==> config.mk <==
export PLATFORM = sky130hd
export DESIGN_NAME = ps2_rx_fifo
export DESIGN_NICKNAME = d
export VERILOG_FILES = /design/src/rtl/ps2_pkg.sv /design/src/rtl/ps2_sync_fifo.sv /design/src/rtl/ps2_rx_fifo.sv
export SDC_FILE = /design/constraint.sdc
export NUM_CORES = 1
export LEC_CHECK = 0
export BUFFER_PORTS_ARGS = -buffer_cell sky130_fd_sc_hd__buf_2
export CAP_MARGIN = 30
export CELL_PAD_IN_SITES_DETAIL_PLACEMENT = 2
export CELL_PAD_IN_SITES_GLOBAL_PLACEMENT = 2
export CORE_MARGIN = 5
export CORE_UTILIZATION = 44
export CTS_CLUSTER_DIAMETER = 200
export DETAILED_ROUTE_END_ITERATION = 8
export GPL_ROUTABILITY_DRIVEN = 0
export GPL_TIMING_DRIVEN = 1
export PLACE_DENSITY_LB_ADDON = 0.1
export SETUP_SLACK_MARGIN = 0.4
export SLEW_MARGIN = 20
export SYNTH_ARGS = -nofsm -noshare
export SYNTH_HDL_FRONTEND = slang
export SYNTH_SLANG_ARGS = --single-unit
==> constraint.sdc <==
create_clock -name clk -period 2.8 [get_ports clk]
set_input_delay 0.56 -clock clk [delete_from_list [all_inputs] [get_ports clk]]
set_output_delay 0.56 -clock clk [all_outputs]
set_load 0.05 [all_outputs]
==> src/rtl/ps2_pkg.sv <==
// ps2_pkg: shared definitions for the PS/2 keyboard receive path.
//   PS2_CODE_EXT / PS2_CODE_BRK : prefix bytes folded into entry flags
//   ps2_state_e                 : frame deframer states
//   ps2_entry_t                 : queued scan code {ext, brk, code}
package ps2_pkg;

    localparam logic [7:0] PS2_CODE_EXT = 8'hE0;
    localparam logic [7:0] PS2_CODE_BRK = 8'hF0;

    typedef enum logic {
        PS2_IDLE,
        PS2_DATA
    } ps2_state_e;

    typedef struct packed {
        logic       ext;
        logic       brk;
        logic [7:0] code;
    } ps2_entry_t;

endpackage

==> src/rtl/ps2_sync_fifo.sv <==
// ps2_sync_fifo: generic first-word-fall-through FIFO (DEPTH power of two).
//   clk, resetn : system clock, synchronous active-low reset
//   wr_en       : write request; accepted when not full, or when full and
//                 a read happens in the same cycle
//   wr_data     : write word
//   rd_en       : read request; ignored while empty
//   rd_data     : head word, valid whenever empty=0
//   full, empty : occupancy flags
//   count       : current occupancy, 0..DEPTH
module ps2_sync_fifo #(
    parameter int unsigned WIDTH = 8,
    parameter int unsigned DEPTH = 8
) (
    input  logic                     clk,
    input  logic                     resetn,
    input  logic                     wr_en,
    input  logic [WIDTH-1:0]         wr_data,
    input  logic                     rd_en,
    output logic [WIDTH-1:0]         rd_data,
    output logic                     full,
    output logic                     empty,
    output logic [$clog2(DEPTH):0]   count
);

    localparam int unsigned AW = $clog2(DEPTH);

    logic [WIDTH-1:0] mem [DEPTH];
    logic [AW-1:0]    wr_ptr;
    logic [AW-1:0]    rd_ptr;
    logic [AW:0]      cnt;
    logic             do_wr;
    logic             do_rd;

    assign empty   = (cnt == '0);
    assign full    = (cnt == (AW + 1)'(DEPTH));
    assign do_rd   = rd_en && !empty;
    // A read in the same cycle frees the slot, so a full FIFO can still accept.
    assign do_wr   = wr_en && (!full || do_rd);
    assign rd_data = mem[rd_ptr];
    assign count   = cnt;

    always_ff @(posedge clk) begin
        if (do_wr) begin
            mem[wr_ptr] <= wr_data;
        end
    end

    always_ff @(posedge clk) begin
        if (!resetn) begin
            wr_ptr <= '0;
            rd_ptr <= '0;
            cnt    <= '0;
        end else begin
            if (do_wr) wr_ptr <= wr_ptr + 1'b1;
            if (do_rd) rd_ptr <= rd_ptr + 1'b1;
            case ({do_wr, do_rd})
                2'b10:   cnt <= cnt + 1'b1;
                2'b01:   cnt <= cnt - 1'b1;
                default: cnt <= cnt;
            endcase
        end
    end

endmodule

==> src/rtl/ps2_rx_fifo.sv <==
// ps2_rx_fifo: PS/2 keyboard receiver with scan-code FIFO.
// Synchronises the raw PS/2 lines, deframes 11-bit frames on falling ps2_clk
// edges, folds E0/F0 prefixes into flags and queues codes in a FWFT FIFO.
//   clk, resetn          : system clock, synchronous active-low reset
//   ps2_clk, ps2_data    : raw asynchronous PS/2 lines
//   out_data/ext/break   : head entry (zero while out_valid=0)
//   out_valid, out_ready : consumer handshake; pop when both high
//   frame_err            : one-cycle pulse on bad frame or timeout
//   overflow             : sticky, a code was dropped on a full FIFO
//   fifo_count           : current occupancy
// Build option: define PS2_RX_TIMEOUT_EN to enable the partial-frame watchdog
// (TIMEOUT_CYCLES); without it a partial frame waits indefinitely.
module ps2_rx_fifo
    import ps2_pkg::*;
#(
    parameter int unsigned FIFO_DEPTH     = 8,
    parameter int unsigned SYNC_STAGES    = 3,
    parameter int unsigned TIMEOUT_CYCLES = 50000
) (
    input  logic                         clk,
    input  logic                         resetn,
    input  logic                         ps2_clk,
    input  logic                         ps2_data,
    output logic [7:0]                   out_data,
    output logic                         out_ext,
    output logic                         out_break,
    output logic                         out_valid,
    input  logic                         out_ready,
    output logic                         frame_err,
    output logic                         overflow,
    output logic [$clog2(FIFO_DEPTH):0]  fifo_count
);

    logic [SYNC_STAGES-1:0] clk_sync;
    logic [SYNC_STAGES-1:0] data_sync;
    logic                   clk_s;
    logic                   data_s;
    logic                   prev_clk;
    logic                   strobe;
    logic                   timeout;

    ps2_state_e  state_q, state_d;
    logic [3:0]  cnt_q, cnt_d;
    logic [10:0] shreg_q, shreg_d;
    logic [10:0] frame;
    logic        frame_ok;
    logic        ext_q, ext_d;
    logic        brk_q, brk_d;
    logic        push_q, push_d;
    ps2_entry_t  entry_q, entry_d;
    logic        err_q, err_d;
    logic        overflow_q;

    logic        fifo_full;
    logic        fifo_empty;
    logic        pop;
    ps2_entry_t  head;

    // Lines idle high, so the chains reset to 1 to avoid a false edge.
    always_ff @(posedge clk) begin
        if (!resetn) begin
            clk_sync  <= '1;
            data_sync <= '1;
            prev_clk  <= 1'b1;
        end else begin
            clk_sync  <= {clk_sync[SYNC_STAGES-2:0], ps2_clk};
            data_sync <= {data_sync[SYNC_STAGES-2:0], ps2_data};
            prev_clk  <= clk_s;
        end
    end

    assign clk_s  = clk_sync[SYNC_STAGES-1];
    assign data_s = data_sync[SYNC_STAGES-1];
    assign strobe = prev_clk && !clk_s;

`ifdef PS2_RX_TIMEOUT_EN
    localparam int unsigned WD_W = $clog2(TIMEOUT_CYCLES + 1);
    logic [WD_W-1:0] wd_q;

    always_ff @(posedge clk) begin
        if (!resetn || strobe || cnt_q == '0) begin
            wd_q <= '0;
        end else begin
            wd_q <= wd_q + 1'b1;
        end
    end

    assign timeout = (cnt_q != '0) && !strobe && (wd_q == WD_W'(TIMEOUT_CYCLES - 1));
`else
    assign timeout = 1'b0;
`endif

    // Bits shift in from the top; after the stop bit arrives bit0 (start)
    // sits at frame[0] and the stop bit at frame[10].
    assign frame    = {data_s, shreg_q[10:1]};
    assign frame_ok = !frame[0] && frame[10] && (^frame[9:1]);

    always_ff @(posedge clk) begin
        if (!resetn) begin
            state_q <= PS2_IDLE;
            cnt_q   <= '0;
            shreg_q <= '0;
            ext_q   <= 1'b0;
            brk_q   <= 1'b0;
            push_q  <= 1'b0;
            entry_q <= '0;
            err_q   <= 1'b0;
        end else begin
            state_q <= state_d;
            cnt_q   <= cnt_d;
            shreg_q <= shreg_d;
            ext_q   <= ext_d;
            brk_q   <= brk_d;
            push_q  <= push_d;
            entry_q <= entry_d;
            err_q   <= err_d;
        end
    end

    always_comb begin
        state_d = state_q;
        cnt_d   = cnt_q;
        shreg_d = shreg_q;
        ext_d   = ext_q;
        brk_d   = brk_q;
        push_d  = 1'b0;
        entry_d = entry_q;
        err_d   = 1'b0;
        case (state_q)
            PS2_IDLE: begin
                if (strobe) begin
                    shreg_d = frame;
                    cnt_d   = 4'd1;
                    state_d = PS2_DATA;
                end
            end
            PS2_DATA: begin
                if (timeout) begin
                    state_d = PS2_IDLE;
                    cnt_d   = '0;
                    ext_d   = 1'b0;
                    brk_d   = 1'b0;
                    err_d   = 1'b1;
                end else if (strobe) begin
                    shreg_d = frame;
                    if (cnt_q == 4'd10) begin
                        cnt_d   = '0;
                        state_d = PS2_IDLE;
                        if (!frame_ok) begin
                            err_d = 1'b1;
                            ext_d = 1'b0;
                            brk_d = 1'b0;
                        end else if (frame[8:1] == PS2_CODE_EXT) begin
                            ext_d = 1'b1;
                        end else if (frame[8:1] == PS2_CODE_BRK) begin
                            brk_d = 1'b1;
                        end else begin
                            push_d  = 1'b1;
                            entry_d = '{ext: ext_q, brk: brk_q, code: frame[8:1]};
                            ext_d   = 1'b0;
                            brk_d   = 1'b0;
                        end
                    end else begin
                        cnt_d = cnt_q + 4'd1;
                    end
                end
            end
            default: begin
                state_d = PS2_IDLE;
                cnt_d   = '0;
            end
        endcase
    end

    ps2_sync_fifo #(
        .WIDTH ($bits(ps2_entry_t)),
        .DEPTH (FIFO_DEPTH)
    ) u_fifo (
        .clk     (clk),
        .resetn  (resetn),
        .wr_en   (push_q),
        .wr_data (entry_q),
        .rd_en   (out_ready),
        .rd_data (head),
        .full    (fifo_full),
        .empty   (fifo_empty),
        .count   (fifo_count)
    );

    assign pop = out_valid && out_ready;

    always_ff @(posedge clk) begin
        if (!resetn) begin
            overflow_q <= 1'b0;
        end else if (push_q && fifo_full && !pop) begin
            overflow_q <= 1'b1;
        end
    end

    assign out_valid = !fifo_empty;
    assign out_data  = out_valid ? head.code : 8'h00;
    assign out_ext   = out_valid && head.ext;
    assign out_break = out_valid && head.brk;
    assign frame_err = err_q;
    assign overflow  = overflow_q;

endmodule

Yosys cells after proc, flatten, opt, wreduce, memory -nomap -nowiden
Memories as Yosys holds them, arrays and structs flattened. A register that Yosys moved wholly into a read port is not among the register bits.
Cells that the tools add are included.
{"block": "word_totals", "latchBits": 0, "rom_bits": 0, "mem_bits_rw": 80, "ff_bits": 48, "in_bits": 5, "memories": 1}
{"block": "op_classes", "bitwise": 7, "n_reduce_logical": 24, "muxes": 23, "order_cmp": 0, "div_mod_pow": 0, "n_eq_ne": 10, "multipliers": 0, "n_addsub": 5, "shifts": 0}
{"name": "u_fifo.mem", "depth": 8, "word_bits": 10, "rd": 1, "rd_clocked_by_memory_dff": 1, "wr": 1, "line_no": "ps2_sync_fifo.sv:27", "text": "logic [WIDTH-1:0] mem [DEPTH];"}
{"cell": "== test 8 bit (second input constant)", "n": 2}
{"cell": "case mux 4 bit (2 select lines)", "n": 2}
{"cell": "two-way mux 1 bit", "n": 13}
{"cell": "two-way mux 4 bit", "n": 3}
{"cell": "AND reduction 4 bit", "n": 3}
{"cell": "two-way mux 11 bit", "n": 1}
{"cell": "logical AND 1 bit", "n": 9}
{"cell": "parity 9 bit", "n": 1}
{"cell": "adder 4 x 1 -> 4 bit (second input constant)", "n": 2}
{"cell": "== test 4 bit (second input constant)", "n": 2}
{"cell": "two-way mux 8 bit", "n": 1}
{"cell": "NOT 1 bit", "n": 7}
{"cell": "adder 3 x 1 -> 3 bit (second input constant)", "n": 2}
{"cell": "two-way mux 3 bit", "n": 2}
{"cell": "!= test 2 bit (second input constant)", "n": 3}
{"cell": "AND reduction 6 bit", "n": 1}
{"cell": "OR reduction 6 bit", "n": 1}
{"cell": "logical NOT 1 bit", "n": 5}
{"cell": "logical NOT 4 bit", "n": 1}
{"cell": "subtractor 4 x 1 -> 4 bit (second input constant)", "n": 1}
{"cell": "!= test 3 bit (second input constant)", "n": 1}
{"cell": "== test 2 x 1 -> 1 bit (second input constant)", "n": 1}
{"cell": "== test 2 bit (second input constant)", "n": 1}
{"cell": "case mux 1 bit (2 select lines)", "n": 1}
{"cell": "other kinds (3)", "n": 3}

Depth between registers and ports, before layout
Gate-level depths: netlist of run 1.
{"block": "depth", "ltp_word": 7, "mapped_depth": 11}

Hierarchy
A second synthesis of run 1 with hierarchy kept.
{"block": "hier_totals", "cells_unflattened": 385, "area_unflattened_um2": 5391.4}
{"mod": "ps2_sync_fifo", "area_per_inst_um2": 3737.3, "seq_area_each_um2": 2662.6, "n_inst": 1, "cells_each": 198}
{"mod": "ps2_rx_fifo", "area_per_inst_um2": 1654.1, "seq_area_each_um2": 740.7, "n_inst": 1, "cells_each": 187}

Least setup slack after synthesis of run 1
Ideal clock, no wire load.
{"block": "synth_path", "kind": "register -> register", "startpoint": "reg u_fifo.cnt[1] (netlist: u_fifo.count[1])", "endpoint": "reg u_fifo.cnt[2] (netlist: u_fifo.count[2])", "arrival_time_ns": 2.656, "setup_ns": 0.076, "period_less_slack_ns": 2.732, "required_time_ns": 2.724, "n_path_buf": 1, "path_stages_with_launch": 12, "slack_ns": 0.068, "cell_sequence": "dfxtp_1 > clkbuf_1 > nor3_1 > a31oi_1 > inv_1 > ha_1 > xor2_1 > ha_1 > a21oi_1 > xor2_1 > or3_1 > a21boi_0"}
{"block": "synth_between", "elab_chain_cells": 7, "elab_cells_between_ends": 13}
{"element": "start, declared", "line_no": "ps2_sync_fifo.sv:30", "text": "logic [AW:0] cnt;"}
{"element": "start signal, assigned", "line_no": "ps2_sync_fifo.sv:57", "text": "2'b10: cnt <= cnt + 1'b1;"}
{"element": "start signal, assigned", "line_no": "ps2_sync_fifo.sv:58", "text": "2'b01: cnt <= cnt - 1'b1;"}
{"element": "start signal, assigned", "line_no": "ps2_sync_fifo.sv:59", "text": "default: cnt <= cnt;"}
{"element": "logical NOT 4 bit", "line_no": "ps2_sync_fifo.sv:34", "text": "assign empty = (cnt == '0);"}
{"element": "logical NOT 1 bit", "line_no": "ps2_sync_fifo.sv:36", "text": "assign do_rd = rd_en && !empty;"}
{"element": "logical AND 1 bit", "line_no": "ps2_sync_fifo.sv:36"}
{"element": "logical OR 1 bit", "line_no": "ps2_sync_fifo.sv:38", "text": "assign do_wr = wr_en && (!full || do_rd);"}
{"element": "logical AND 1 bit", "line_no": "ps2_sync_fifo.sv:38"}
{"element": "== test 2 x 1 -> 1 bit / == test 2 bit (equally long branches)", "line_no": "ps2_sync_fifo.sv:56", "text": "case ({do_wr, do_rd})"}
{"element": "case mux 4 bit (2 select lines) / nonzero test 2 bit (equally long branches)"}
Several ways; a longest one is shown, not always the timed one.
A chain may end at the register's enable or synchronous reset.

==> metrics.cfg, run 1 <==
[timing]
tns_ns = 0
setup_ws_ns = 0.2911
period_needed_ns = 2.509
hold_violations = 0
final_max_slew_viol_count = 0
tightest_slew_ns = 0.6383
post-route-period-util = 0.8960
fmax_mhz = 398.6
finalSetupViolCount = 0
holdWs_ns = 0.3301
clock-skew-final_ns = 0.006437
rsz0062_at_grt = true
relSlewSlack = 0.5745

[detailed_routing]
wl_per_cell_microns = 22.34
drcViolationCount = 0
drtAntennaViolNets = 0
routed_wl_microns = 12960
drtPass1Iterations = 4
drt_iter0_drc = 209
vias_per_cell = 5.331
via_count = 3092

[power]
power_density_nw_per_um2 = 675.2
max-vdd-ir-drop_mv = 0.3538
p_leak_nw = 2.279

[global_routing]
grt_first_pass_wirelength_microns = 20740
grt_pass1_vias = 3547
grt_overflow = 0
grt_util_met3 = 0.05372
track_usage = 0.1979
gr-usage-met2 = 0.3612
busiest_layer = met2
grt_max_degree = 39
antenna_found_initial = 0
use_met1 = 0.2252

[final_layout]
final_util = 0.5360
nFillCells = 1111
n_antenna_cell = 0
area_growth_pct = 20.67
fin_nets = 437
regArea_sq_um = 3416
drive_gt1_frac = 0.2633
stdcell_count = 580
multi_input_area_sq_um = 1794

[clock_tree]
clock_path_buffers = 2
cts_tree = yes
cts_made_buffers = 17
clk-insertion-delay-late_ns = 0.41
postCtsHoldBufs = 0
cts_root_buf = clkbuf_16
clock-sinks = 130
h-tree-depth = 4
clkSlewWorstSetupHoldPaths_ns = 0.05

[synth]
ys.warnings.count = 0
synth_top_area_share = 0.4540
synth_top_area_cell = edfxtp_1
netlist_top_cells_area = edfxtp_1, dfxtp_1, mux4_2
ys_seq_area_frac = 0.6432
syn_area_per_cell_sq_um = 14.00
synth_nets = 395
synth-seq-cells = 130
synthDistinctLibCells = 44
yosysMostFrequentCell = edfxtp_1
netlist_instances = 378
synthTopCellsByCount = edfxtp_1, dfxtp_1, nand2_1, nor2_1, mux4_2
async_reset_ff_frac = 0
synth_flop_cell = edfxtp_1
synth-edff-count = 80
synthesis.area_sq_um = 5291

[die]
start_util = 0.4442
core_sq_um = 11910
dieWidth_microns = 119.7
fp-row-count = 40
die-area_sq_um = 14320
ios = 22
die_y_microns = 119.7

[critical_path]
worst_ep_arrival_time_ns = 1.95
cp.required_ns = 2.24
crit_fanout = 5
crit_type = reg2out
end_kind = primary output
worst_setup_path_start_kind = register

[run]
cap_violations = 0

[placed_design]
dp_cells = 546
post-dp-hpwl_microns = 7913
place_ws_ns = 0.4352
port_buffers = 21

[hold_path]
holdCritPathClass = in2reg

[outcome]
status = complete, no violations

## layer usage
| layer | up-vias | routed length, microns |
|---|---|---|
| li1 | 1459 | - |
| met2 | 54 | 7181 |
| met1 | 1571 | 5249 |
| met3 | 8 | 403 |
| met4 | 0 | 121 |
| met5 | - | 0 |
## final cells by class
class | count | share of cell area
Clock buffer | 22 | 0.07427
Clock inverter | 10 | 0.02058
Inverter | 12 | 0.007055
Multi-Input combinational cell | 219 | 0.2810
Sequential cell | 130 | 0.5350
Tap cell | 147 | 0.02881
Timing Repair Buffer | 40 | 0.05330
## timing repair
action / 4_1_cts / 5_1_grt
buffers inserted: 0 / 0
resized for setup: 20 / 4
gates cloned: 2 / 0
pin swaps: 0 / 1
setup endpoints to repair: 10 / 12
## where the power goes
group	switching [mW]	total, mW	internal (mW)
Combinational	0.0224	0.0355	0.0131
Sequential	0.00309	2.01	2.01
Clock	0.798	2.26	1.46
## cell families (layout without fill, tap and decap cells)
| kind of cell | after synthesis | count (layout) | synth area share |
|---|---|---|---|
| flops | 130 | 130 | 0.6432 |
| mux | 32 | 32 | 0.1078 |
| compound gates | 41 | 41 | 0.05604 |
| buf+inv | 29 | 84 | 0.02412 |
| fa+ha+maj | 12 | 12 | 0.02837 |
| xor+xnor | 10 | 10 | 0.02057 |
| simple gates | 124 | 124 | 0.1199 |
## worst paths after layout
kind,start,end,slack [ns],cells past startpoint
worst max-delay path,register,out_break,0.29,5
worst min-delay path,ps2_clk,clk_sync[0],0.33,2
worst max register to register,u_fifo.count[3],u_fifo.count[2],0.61,9
worst min register to register,clk_sync[1],clk_sync[2],0.42,1
## metrics by stage
stage	power, mW	area, sq um
global placement	2.090	5653
detailed placement	2.093	5653
finish	4.311	6385
global route	4.455	6385
CTS	4.354	6365
floorplan	2.080	5310
## worst max-delay path, cell delays in order, from the launching register on
cell and delay (ns):
dfxtp_4 0.42, buf_12 0.15, mux4_2 0.53, mux2i_1 0.17, nor2_1 0.09, buf_6 0.16
## placed cells by master, fill, tap and decap left out, types with 3 or more instances in the layout
cell type / n
o21ai_0: 4
bufinv_16: 3
nand2_1: 43
nand3_1: 16
ha_1: 11
xor2_1: 4
clkbuf_16: 17
mux4_2: 20
a21oi_1: 5
dfxtp_4: 3
buf_2: 11
clkbuf_8: 3
buf_6: 4
clkinvlp_4: 3
mux2i_1: 9
mux2i_2: 3
nand2b_1: 13
nor2_1: 23
a21boi_0: 14
xnor2_1: 4
clkinv_2: 3
dfxtp_1: 46
and2_1: 8
buf_4: 22
edfxtp_1: 80
o21ai_2: 10
nor2b_1: 4
inv_1: 12
## registers in the layout (all words and copies together), names as in the netlist, 3 cells and up, named ones only
| register | count |
|---|---|
| clk_sync | 3 |
| cnt_q | 4 |
| data_sync | 3 |
| entry_q | 10 |
| shreg_q | 10 |
| u_fifo.count | 4 |
| u_fifo.mem | 80 |
| u_fifo.rd_ptr | 3 |
| u_fifo.wr_ptr | 3 |
Power figures use the tool's default switching activity.
==> run 2: changes to the inputs <==
- SYNTH_HIERARCHICAL: unset -> 1
==> run 2 against run 1 <==
  * Final cell count rose by 2.8%
  * Routed wire length rose by 1.6%
  * Clock skew barely moved
  * Worst setup slack got worse by 0.17 ns
  * Global-route usage fell by 0.12 points
  * Via count rose by 5.5%
  * Register-to-register slack got worse by 0.15 ns
  * Worst hold slack got worse by 0.0087 ns
  * Flip-flop and latch count did not move
  * Sequential power rose by 6%
  * Critical path type unchanged
==> metrics.cfg, run 2 <==
[synth]
synth_flop_cell = edfxtp_1
synth-seq-cells = 130  ; unchanged
netlist_instances = 385  ; +1.9%
ys_seq_area_frac = 0.6312  ; -0.01194
synthTopCellsByCount = edfxtp_1, dfxtp_1, nand2_1, mux4_2, nor2_1
ys.warnings.count = 6  ; +6
async_reset_ff_frac = 0  ; unchanged
synth_top_area_share = 0.4456  ; -0.008429
synth_top_area_cell = edfxtp_1
synth_nets = 402  ; +1.8%
yosysMostFrequentCell = edfxtp_1
synthesis.area_sq_um = 5391  ; +1.9%
netlist_top_cells_area = edfxtp_1, dfxtp_1, mux4_2
syn_area_per_cell_sq_um = 14.00  ; about the same
synth-edff-count = 80  ; unchanged
synthDistinctLibCells = 52  ; +18%

[die]
start_util = 0.4489  ; +0.004631
dieWidth_microns = 120.7  ; +0.86%
fp-row-count = 40  ; unchanged
die-area_sq_um = 14570  ; +1.7%
ios = 22  ; unchanged
die_y_microns = 120.7  ; +0.86%
core_sq_um = 12010  ; +0.84%

[clock_tree]
cts_root_buf = clkbuf_16
clkSlewWorstSetupHoldPaths_ns = 0.06  ; about the same
clock_path_buffers = 2  ; unchanged
cts_tree = yes
clk-insertion-delay-late_ns = 0.42  ; about the same
h-tree-depth = 4  ; unchanged
clock-sinks = 130  ; unchanged
cts_made_buffers = 17  ; unchanged
postCtsHoldBufs = 0  ; unchanged

[final_layout]
final_util = 0.5563  ; +0.02022
drive_gt1_frac = 0.3118  ; +0.04852
largest_reg_flops = 80  ; unchanged
fin_nets = 453  ; +3.7%
final_common_cell = edfxtp_1
stdcell_count = 596  ; +2.8%
area_growth_pct = 23.93
n_antenna_cell = 0  ; unchanged
regMostFlops = u_fifo/mem
reg_top3 = u_fifo/mem: 80 flops, entry_q: 10 flops, shreg_q: 10 flops
nFillCells = 1096  ; -1.4%
finalInstanceArea_sq_um = 6681  ; +4.6%
mostFrequentLayoutCells = edfxtp_1, dfxtp_1, nand2_1

[global_routing]
antenna_found_initial = 0  ; unchanged
grt_overflow = 0  ; unchanged
grt_max_degree = 31  ; -21%
track_usage = 0.1967  ; -0.001228
grt_first_pass_wirelength_microns = 21280  ; +2.6%
grt_pass1_vias = 3776  ; +6.5%

[critical_path]
critPathMaxStageDelay_ns = 0.51  ; -0.02 ns
crit_type = reg2out
worst_ep_arrival_time_ns = 2.11  ; +0.16 ns
crit_fanout = 5  ; unchanged
crit_slowest_cell = mux4_2
worst_setup_path_start_kind = register
cp.required_ns = 2.24  ; about the same
end_kind = primary output
path_cells = buf_6 -> buf_12 -> mux4_2 -> mux2_4 -> nor2b_4 -> buf_8

[timing]
final_max_slew_viol_count = 0  ; unchanged
fmax_mhz = 374.0  ; -6.2%
post-route-period-util = 0.9551  ; +0.05901
clock-skew-final_ns = 0.006689  ; +0.0002520 ns
hold_violations = 0  ; unchanged
finalSetupViolCount = 0  ; unchanged
tightest_slew_ns = 0.8114  ; +0.1731 ns
relSlewSlack = 0.4583  ; -0.1161
rsz0062_at_grt = true
tns_ns = 0  ; unchanged
period_needed_ns = 2.674  ; +0.1652 ns

[detailed_routing]
drtAntennaViolNets = 0  ; unchanged
drtPass1Iterations = 4  ; unchanged
vias_per_cell = 5.475  ; +2.7%
drcViolationCount = 0  ; unchanged
wl_per_cell_microns = 22.09  ; -1.1%
via_count = 3263  ; +5.5%
routed_wl_microns = 13170  ; +1.6%
drt_iter0_drc = 162  ; -22%

[placed_design]
port_buffers = 21  ; unchanged
dp_cells = 552  ; +1.1%
post-dp-hpwl_microns = 7757  ; -2.0%
placed_area_sq_um = 5772  ; +2.1%

[power]
power_density_nw_per_um2 = 1016  ; +50%
max-vdd-ir-drop_mv = 0.5005  ; +41%
p_leak_nw = 2.152  ; -5.6%

[run]
cap_violations = 0  ; unchanged

[hold_path]
holdCritPathClass = in2reg

[outcome]
status = complete, no violations

## run 2: critical path, delay by kind of cell (launching register included)
family        cells  cell delay [ns]
buf+inv           3             0.39
simple gates      1             0.13
mux               2             0.79
flops             1             0.38
## run 2: path summary, 6_finish.rpt
check	to	cells after the start	startpoint	slack, ns
hold reg to reg	data_sync[2]	1	data_sync[1]	0.41
hold / removal	clk_sync[0]	2	ps2_clk	0.32
setup / recovery	out_data[5]	6	register	0.13
setup reg to reg	u_fifo/count[3]	9	u_fifo/count[1]	0.46
## run 2: power by group
group | switching [mW] | internal [mW] | total [mW]
sequential | 0.0794 | 2.07 | 2.14
clock | 0.870 | 1.13 | 2.00
combinational | 1.55 | 1.09 | 2.64
## run 2: area by class of cell
class,instances,area [sq um],share of cell area
Inverter,15,56.30,0.008427
Sequential cell,130,3416,0.5112
Timing Repair Buffer,48,478.0,0.07154
Multi-Input combinational cell,224,2011,0.3009
Tap cell,147,183.9,0.02753
Clock inverter,15,111.4,0.01667
Clock buffer,17,425.4,0.06367
## run 2: what timing repair did
item	in CTS	in global routing
setup buffers	6	2
resized for setup	52	12
pin swaps	3	3
setup endpoints to repair	12	12
cloned	4	0
## run 2: per-stage QoR
step | hold WS (ns) | setup WS (ns) | power (mW)
2_1_floorplan | 0.3863 | 0.3296 | 3.548
3_3_place_gp | 0.3997 | 0.4161 | 3.936
3_5_place_dp | 0.4028 | 0.3000 | 3.975
4_1_cts | 0.3160 | 0.1274 | 6.710
5_1_grt | 0.3133 | 0.06813 | 7.072
6_report | 0.3214 | 0.1259 | 6.787
## run 2: cell families after synthesis
group	after synthesis	synth area share
AOI/OAI and AO/OA	38	0.05106
buffers and inverters	31	0.02692
muxes	42	0.1267
xor gates and xnor gates	10	0.02251
DFF	130	0.6312
and+or+nand+nor	122	0.1123
adders and majority gates	12	0.02924
## run 2: layer usage
metal	wire (microns)	vias to the layer above	GRT usage	share of wire
met5	0	-	0	0
met4	168	0	0.06161	0.013
met3	326	17	0.04537	0.025
met2	6999	41	0.3489	0.53
met1	5673	1685	0.2372	0.43
li1	-	1520	-	-
==> run 3: changes to the inputs <==
- CORE_UTILIZATION: 44 -> 47
- clock period: 2.8 -> 3.4 ns (I/O delays scaled with it)
==> run 3 against run 2 <==
  * Register-to-register slack gained 0.14 ns
  * Non-clock buffer count shrank 14
  * Critical path depth shrank 1
  * Clock skew grew 0.0031 ns
  * Largest power group is now clock
  * Highest routed layer unchanged
==> metrics.cfg, run 3 (same netlist as run 2, synthesis figures left out) <==
[clock_tree]
clkSlewWorstSetupHoldPaths_ns = 0.06  ; about the same
clock_path_buffers = 2  ; unchanged
clk-insertion-delay-late_ns = 0.42  ; about the same
cts_made_buffers = 17  ; unchanged
clock-sinks = 130  ; unchanged
cts_root_buf = clkbuf_16
h-tree-depth = 4  ; unchanged
cts_tree = yes
cts_setup_buffers = 0  ; -6

[timing]
setup_ws_ns = 0.5064  ; +0.3805 ns
fmax_mhz = 345.6
post-route-period-util = 0.8511
final_max_slew_viol_count = 0  ; unchanged
period_needed_ns = 2.894
relSlewSlack = 0.5893  ; +0.1310
clock-skew-final_ns = 0.009792  ; +0.003103 ns
tns_ns = 0  ; unchanged
rsz0062_at_grt = false
hold_violations = 0  ; unchanged
holdWs_ns = 0.4066  ; +0.08521 ns
finalSetupViolCount = 0  ; unchanged
tightest_slew_ns = 0.6152  ; -0.1962 ns

[final_layout]
final_common_cell = edfxtp_1
largest_reg_flops = 80  ; unchanged
mostFrequentLayoutCells = edfxtp_1, dfxtp_1, nand2_1
multi_input_area_sq_um = 1849  ; -8.0%
regArea_sq_um = 3403  ; -0.37%
drive_gt1_frac = 0.2322  ; -0.07962
fin_nets = 439  ; -3.1%
area_growth_pct = 17.31
n_antenna_cell = 0  ; unchanged
reg_top3 = u_fifo/mem: 80 flops, entry_q: 10 flops, shreg_q: 10 flops
regMostFlops = u_fifo/mem
nFillCells = 1033  ; -5.7%
finalInstanceArea_sq_um = 6325  ; -5.3%

[global_routing]
grt_max_degree = 36  ; +16%
track_usage = 0.2504  ; +0.05371
antenna_found_initial = 0  ; unchanged
grt_overflow = 0  ; unchanged
grt_pass1_vias = 3760  ; -0.42%
grt_first_pass_wirelength_microns = 23950  ; +13%

[detailed_routing]
drt_iter0_drc = 333  ; +110%
via_count = 3303  ; +1.2%
drtAntennaViolNets = 0  ; unchanged
vias_per_cell = 5.715  ; +4.4%
routed_wl_microns = 15500  ; +18%
wl_per_cell_microns = 26.82  ; +21%
drtPass1Iterations = 4  ; unchanged
drcViolationCount = 0  ; unchanged

[power]
power_density_nw_per_um2 = 791.4  ; -22%
p_leak_nw = 2.034  ; -5.5%
max-vdd-ir-drop_mv = 0.5244  ; +4.8%

[die]
dieWidth_microns = 117.1  ; -3.0%
ios = 22  ; unchanged
die-area_sq_um = 13710  ; -5.9%
fp-row-count = 39  ; -2.5%
core_sq_um = 11320  ; -5.7%
die_y_microns = 117.1  ; -3.0%
start_util = 0.4762  ; +0.02738

[critical_path]
end_kind = primary output
crit_type = reg2out
worst_ep_arrival_time_ns = 2.21  ; +0.10 ns
crit_fanout = 20  ; +15
worst_setup_path_start_kind = register
cp.required_ns = 2.72  ; +0.48 ns

[placed_design]
post-dp-hpwl_microns = 8976  ; +16%
placed_area_sq_um = 5690  ; -1.4%
port_buffers = 21  ; unchanged
place_ws_ns = 0.6525  ; +0.3526 ns

[hold_path]
holdCritPathClass = reg2reg

[outcome]
status = complete, no violations

[run]
cap_violations = 0  ; unchanged

==> run 3: cell count changes in the layout (fill, tap and decap cells not counted), sizes merged <==
| cell | previous run | this run |
|---|---|---|
| inv | 18 | 15 |
| buf | 48 | 34 |
| clkbuf | 17 | 23 |
| bufinv | 0 | 4 |
| clkinv | 5 | 3 |
| clkinvlp | 7 | 2 |
==> run 3: layout make-up <==
cell class                      count  area share
Clock buffer                       23     0.07399
Clock inverter                      9     0.02433
Inverter                           15    0.008902
Multi-Input combinational cell    224      0.2924
Sequential cell                   130      0.5381
Tap cell                          143     0.02829
Timing Repair Buffer               34     0.03403
==> run 3: final timing paths <==
| path | from | end | slack [ns] | depth (start not counted) |
|---|---|---|---|---|
| worst max-delay path | register | out_data[3] | 0.51 | 5 |
| worst min-delay path | clk_sync[0] | clk_sync[1] | 0.41 | 1 |
| worst max register to register | u_fifo/count[1] | u_fifo/count[3] | 0.60 | 9 |
| worst min register to register | clk_sync[0] | clk_sync[1] | 0.41 | 1 |
==> run 3: through the flow <==
stage,utilization,std cells,power (mW)
after floorplan,-,385,2.750
after global placement,0.5027,546,3.001
after detailed placement,0.5027,546,3.038
after CTS,0.5582,578,5.053
after global routing,0.5587,578,5.196
final,0.5587,578,5.006
==> run 3: metal layers <==
metal | share of wire | GRT usage
met5 | 0 | 0
met4 | 0.020 | 0.08945
met2 | 0.51 | 0.4164
met3 | 0.040 | 0.06324
met1 | 0.43 | 0.3194
==> run 3: what timing repair did <==
item	CTS	global route
hold buffers	0	0
setup endpoints to repair	10	4
cloned	0	0
resized for setup	2	1
==> run 3: power by group <==
group	internal, mW	total (mW)	leakage (nW)	switching [mW]
clock network	1.27	1.98	0.297	0.712
registers	1.69	1.75	1.03	0.0546
logic	0.338	1.28	0.705	0.944
==> run 3: critical path, stage by stage, from the launching register on <==
cell     delay [ns]
dfxtp_1        0.36
buf_12         0.22
mux4_2         0.53
mux2_2         0.29
nor2b_1        0.15
buf_2          0.22
